$ cat config.mk
export PLATFORM = sky130hd
export DESIGN_NAME = spi_slave_rx
export DESIGN_NICKNAME = d
export VERILOG_FILES = /design/src/rtl/spi_slave_rx.sv
export SDC_FILE = /design/constraint.sdc
export NUM_CORES = 1
export LEC_CHECK = 0
export CAP_MARGIN = 20
export CORE_MARGIN = 3
export CORE_UTILIZATION = 58
export CTS_BUF_LIST = sky130_fd_sc_hd__clkbuf_8
export CTS_CLUSTER_DIAMETER = 100
export DETAILED_ROUTE_END_ITERATION = 16
export MAX_ROUTING_LAYER = met4
export PLACE_DENSITY = 0.87
export SLEW_MARGIN = 40
export SYNTH_ARGS = -nofsm -noshare
export SYNTH_HDL_FRONTEND = slang
export SYNTH_SLANG_ARGS = --single-unit
$ cat constraint.sdc
create_clock -name clk -period 2.6 [get_ports clk]
set_input_delay 0.52 -clock clk [delete_from_list [all_inputs] [get_ports clk]]
set_output_delay 0.52 -clock clk [all_outputs]
set_load 0.1 [all_outputs]
$ cat src/rtl/spi_slave_rx.sv
// SPI receive-only slave: synchronizes the serial pins into the clk domain,
// assembles MSB-first frames of WIDTH bits and hands them out on a valid/ready port.
module spi_slave_rx #(
  parameter int WIDTH             = 16,
  parameter bit CPOL0_SAMPLE_RISE = 1'b1
) (
  input  logic             clk,
  input  logic             reset,
  input  logic             spi_cs,
  input  logic             spi_clk,
  input  logic             spi_data,
  input  logic             rx_ready,
  input  logic             overrun_clr,
  output logic [WIDTH-1:0] rx_data,
  output logic             rx_valid,
  output logic             overrun,
  output logic             frame_err,
  output logic             busy,
  output logic [4:0]       bit_count
);

  localparam logic [4:0] WIDTH_CNT = 5'(WIDTH);

  logic             cs_meta_r;
  logic             clk_meta_r;
  logic             data_meta_r;
  logic             s_cs;
  logic             s_clk;
  logic             s_data;
  logic             s_clk_d_r;
  logic             s_cs_d_r;
  logic [WIDTH-1:0] shift_r;

  logic             rise_s;
  logic             fall_s;
  logic             qual_edge_s;
  logic             cs_rise_s;
  logic [4:0]       count_inc_s;
  logic [WIDTH-1:0] word_s;
  logic             word_done_s;
  logic [WIDTH-1:0] shift_nxt_s;
  logic [4:0]       count_nxt_s;
  logic [WIDTH-1:0] data_nxt_s;
  logic             valid_nxt_s;
  logic             ovr_event_s;
  logic             ovr_nxt_s;
  logic             ferr_nxt_s;
  logic             busy_nxt_s;

  // Two-flop synchronizers plus one-cycle delayed copies for edge detection.
  always_ff @(posedge clk or posedge reset) begin
    if (reset) begin
      cs_meta_r   <= 1'b1;
      s_cs        <= 1'b1;
      clk_meta_r  <= 1'b0;
      s_clk       <= 1'b0;
      data_meta_r <= 1'b0;
      s_data      <= 1'b0;
      s_clk_d_r   <= 1'b0;
      s_cs_d_r    <= 1'b1;
    end else begin
      cs_meta_r   <= spi_cs;
      s_cs        <= cs_meta_r;
      clk_meta_r  <= spi_clk;
      s_clk       <= clk_meta_r;
      data_meta_r <= spi_data;
      s_data      <= data_meta_r;
      s_clk_d_r   <= s_clk;
      s_cs_d_r    <= s_cs;
    end
  end

  assign rise_s      = s_clk & ~s_clk_d_r;
  assign fall_s      = ~s_clk & s_clk_d_r;
  assign qual_edge_s = (CPOL0_SAMPLE_RISE ? rise_s : fall_s) & ~s_cs;
  assign cs_rise_s   = s_cs & ~s_cs_d_r;
  assign count_inc_s = bit_count + 5'd1;
  assign word_s      = {shift_r[WIDTH-2:0], s_data};

  // Frame assembly: shift on qualified edges, restart on completion or chip-select release.
  always_comb begin
    shift_nxt_s = shift_r;
    count_nxt_s = bit_count;
    word_done_s = 1'b0;
    if (cs_rise_s) begin
      shift_nxt_s = '0;
      count_nxt_s = 5'd0;
    end else if (qual_edge_s) begin
      if (count_inc_s == WIDTH_CNT) begin
        word_done_s = 1'b1;
        shift_nxt_s = '0;
        count_nxt_s = 5'd0;
      end else begin
        shift_nxt_s = word_s;
        count_nxt_s = count_inc_s;
      end
    end else begin
      shift_nxt_s = shift_r;
      count_nxt_s = bit_count;
    end
  end

  // Output handshake: a completed word is dropped only if the held word is not being taken.
  always_comb begin
    data_nxt_s  = rx_data;
    valid_nxt_s = rx_valid;
    ovr_event_s = 1'b0;
    if (word_done_s) begin
      if (rx_valid && !rx_ready) begin
        ovr_event_s = 1'b1;
      end else begin
        data_nxt_s  = word_s;
        valid_nxt_s = 1'b1;
      end
    end else if (rx_valid && rx_ready) begin
      valid_nxt_s = 1'b0;
    end else begin
      valid_nxt_s = rx_valid;
    end

    if (ovr_event_s) begin
      ovr_nxt_s = 1'b1;
    end else if (overrun_clr) begin
      ovr_nxt_s = 1'b0;
    end else begin
      ovr_nxt_s = overrun;
    end

    ferr_nxt_s = cs_rise_s & (bit_count != 5'd0);
    busy_nxt_s = (count_nxt_s != 5'd0);
  end

  // Frame and output state registers.
  always_ff @(posedge clk or posedge reset) begin
    if (reset) begin
      shift_r   <= '0;
      bit_count <= 5'd0;
      rx_data   <= '0;
      rx_valid  <= 1'b0;
      overrun   <= 1'b0;
      frame_err <= 1'b0;
      busy      <= 1'b0;
    end else begin
      shift_r   <= shift_nxt_s;
      bit_count <= count_nxt_s;
      rx_data   <= data_nxt_s;
      rx_valid  <= valid_nxt_s;
      overrun   <= ovr_nxt_s;
      frame_err <= ferr_nxt_s;
      busy      <= busy_nxt_s;
    end
  end

endmodule

==> key figures <==
Die
  – Row count: 19
  – DIE AREA: 3890 um^2
  – Core area: 2880 um^2
  – Die Y: 62.3 um
  – Io pins: 32
  – Initial Util: a little under two thirds
  – Die width: approximately 62 um

Cells and area
  – Most frequent cells in the layout: dfrtp_1, buf_4, mux2_2
  – Diodes inserted: 0
  – Register area: 1200 um^2
  – Multi-input logic area: 607 um^2
  – Area growth syn-to-layout: 25.0%
  – Fillcell total: 170
  – Post-layout util: 80.0%
  – Layout cells sized above 1: between 30% and 40%
  – Fin nets: 174
  – Most common cell after layout, fill and taps aside: dfrtp_1

STA
  – Slew @ Worst Pin: 0.662 ns
  – Setup TNS: 0 ns
  – Final hold viol count: 0
  – Final Critical Period: 1.98 ns
  – RSZ-0062 raised after global routing: no
  – Final setup skew: between 0.007 and 0.008 ns
  – Final setup viols: 0
  – Max Clk Rate: slightly above 0.5 GHz
  – Period Utilization, post-route: 76.3%
  – Slew headroom: between 50% and 60%
  – Slew Limit Fails: 0
  – Final worst setup slack: 0.616 ns

Routing
  – Drt drc: 0
  – Drt first pass iters: 4
  – Routed Antenna Nets: 0
  – Routed Wire Length: roughly 3.4 mm
  – Vias per inst: 5.65
  – Via Count: 1175
  – Wire per inst: 16.4 um
  – Initial drt markers: 43

Synth
  – Synth Cell Area: 1840 um^2
  – Synth cell types: 31
  – Seq/Total Area, Yosys: 65.5%
  – Post-Syn Instances: around 130
  – Syn nets: 137
  – Synth Register Bits: 48
  – Post-Syn Area per Cell: 14.4 um^2
  – Number of synthesis warnings: 0

Power
  – Leak: 0.00116 uW
  – Pwr per Cell Area: 722 nW/um^2
  – Worst VDD drop: roughly 0.72 mV

Run
  – MaxCap Viol Count: 0

Critical path
  – Critical Path AT: 2.17 ns
  – Reg2reg path depth: 4
  – Crit-path cells: nand2b_1 -> mux2i_1 -> nand3_2 -> mux2_2
  – Critical path class: flip-flop to flip-flop
  – Critical path launch point type: flip-flop
  – Max incr delay on CP: 0.45 ns
  – CP Buf/Inv Count: 0
  – Crit-path max FO: 16
  – Worst R2R End: rx_data[3]
  – Worst reg-to-reg setup slack: roughly 0.6 ns
  – CP top delay family: multiplexers
  – R2R Path Start: bit_count[3]
  – CP required: ~2.8 ns
  – CP max-delay cell: dfrtp_1
  – Crit. End Element: flip-flop

CTS
  – Num CTS Buffers: 5
  – Post-CTS sizing: 0
  – Worst skew pair latency: 0.31 ns
  – Hold_buf cts: 0
  – Post-CTS setup buffers: 0
  – Clk sinks: 48
  – Longest Clk Path Bufs: 2
  – Clock root buffer: clkbuf_8
  – Clk slew on worst S/H paths: 0.08 ns
  – CTS tree: done
  – H-tree depth: 2

Global route
  – Global-route usage over all layers: 20.1%
  – Number of global-route vias before repair: 1170
  – GR Overflow Total: 0
  – Initial antenna violation count: 0
  – Largest net degree at the start of global routing: 31
  – First-pass GRT wire length: around 5.8 mm

Min path
  – Hold Path Depth: 0
  – Hold-critical path endpoint: s_data
  – Hold crit path type: flip-flop to flip-flop
  – Hold path startpoint: data_meta_r

Place
  – Pre-CTS setup slack: 0.554 ns
  – Placer congestion estimate: slightly below 1
  – Final HPWL DP: 2.27 mm
  – PortBufs: 31

Outcome
  – Status: complete, no violations
[power breakdown]
group	internal [uW]	leakage [uW]	total, uW	switching (uW)
combinational	41.5	0.000441	154	113
sequential	766	0.000645	781	15.0
clock	480	0.0000784	725	245
total	1290	0.00116	1660	373
[state kept, by name (all words and copies together), names as in the netlist]
| name | flops |
|---|---|
| rx_data | 16 |
| shift_r | 15 |
| bit_count | 5 |
| busy | 1 |
| clk_meta_r | 1 |
| cs_meta_r | 1 |
| data_meta_r | 1 |
| frame_err | 1 |
| overrun | 1 |
| rx_valid | 1 |
| s_clk | 1 |
| s_clk_d_r | 1 |
| s_cs | 1 |
| s_cs_d_r | 1 |
| s_data | 1 |
[logic make-up (layout without fill, tap and decap cells)]
| family | Yosys count | after routing | share of synthesized area, % |
|---|---|---|---|
| flops | 48 | 48 | 65.5 |
| mux | 19 | 19 | 11.4 |
| simple gates | 28 | 28 | 9.04 |
| fa+ha+maj | 2 | 2 | 1.36 |
| xor+xnor | 1 | 1 | 0.476 |
| compound gates | 23 | 23 | 10.3 |
| buf+inv | 7 | 45 | 1.90 |
[worst reg2reg max path: stages (launching register included)]
cell	delay [ns]
dfrtp_1	0.45
nand2b_1	0.19
mux2i_1	0.38
nand3_2	0.42
mux2_2	0.43
[worst max-delay path by stage]
| stage | slack [ns] | cells past startpoint | start | to |
|---|---|---|---|---|
| 6_report | 0.62 | 4 | bit_count[3] | rx_data[3] |
| 5_1_grt | 0.49 | 4 | bit_count[3] | rx_data[3] |
| 4_1_cts | 0.59 | 4 | bit_count[3] | rx_data[3] |
| 3_5_place_dp | 0.55 | 4 | rx_ready | rx_data[14] |
| 3_3_place_gp | 0.62 | 4 | rx_ready | rx_data[2] |
| 2_1_floorplan | 0.20 | 5 | bit_count[1] | busy |
[cell type report]
| type | instances | area share, % |
|---|---|---|
| inverter | 4 | 0.653 |
| tap | 42 | 2.28 |
| sequential | 48 | 52.4 |
| timing repair buffer | 33 | 11.4 |
| clock inverter | 3 | 3.92 |
| clock buffer | 5 | 2.99 |
| multi-input combinational | 73 | 26.4 |
[layer usage]
layer,wire length [um],GRT usage (%)
met2,1660,30.5
met5,0,-
met4,61,7.16
met1,1480,24.9
met3,211,7.57
[through the flow]
step | instance area (um^2) | hold WS, ns | instances | power, uW
global placement | 2140 | 0.333 | 200 | 943
floorplan | 1840 | 0.331 | 128 | 906
detailed placement | 2140 | 0.339 | 200 | 949
finish | 2300 | 0.357 | 208 | 1660
global route | 2300 | 0.374 | 208 | 1720
CTS | 2300 | 0.359 | 208 | 1670
[Yosys cell counts]
cell | n | share of area, %
inv_1 | 4 | 0.82
o211ai_1 | 1 | 0.41
or3b_4 | 1 | 0.61
nor4b_1 | 2 | 0.95
nor3b_2 | 1 | 0.68
nand3_2 | 1 | 0.54
o221a_2 | 1 | 0.61
a22o_1 | 15 | 7.1
buf_6 | 1 | 0.61
or2b_1 | 1 | 0.41
a211o_1 | 1 | 0.48
buf_2 | 1 | 0.27
dfstp_2 | 3 | 4.3
dfrtp_1 | 45 | 61
xor2_1 | 1 | 0.48
a21oi_1 | 2 | 0.54
and2_1 | 1 | 0.34
nand4_1 | 1 | 0.34
nand2_1 | 8 | 1.6
o22ai_1 | 1 | 0.34
clkbuf_1 | 1 | 0.20
nand2b_1 | 3 | 1.0
nor2_1 | 5 | 1.0
or4_1 | 1 | 0.41
mux2i_1 | 3 | 1.6
and3_1 | 1 | 0.34
o31ai_1 | 2 | 0.82
nor2b_1 | 1 | 0.34
mux2_2 | 16 | 9.8
nand3b_1 | 1 | 0.41
ha_1 | 2 | 1.4
No activity file was read; power rests on OpenSTA's default activity.
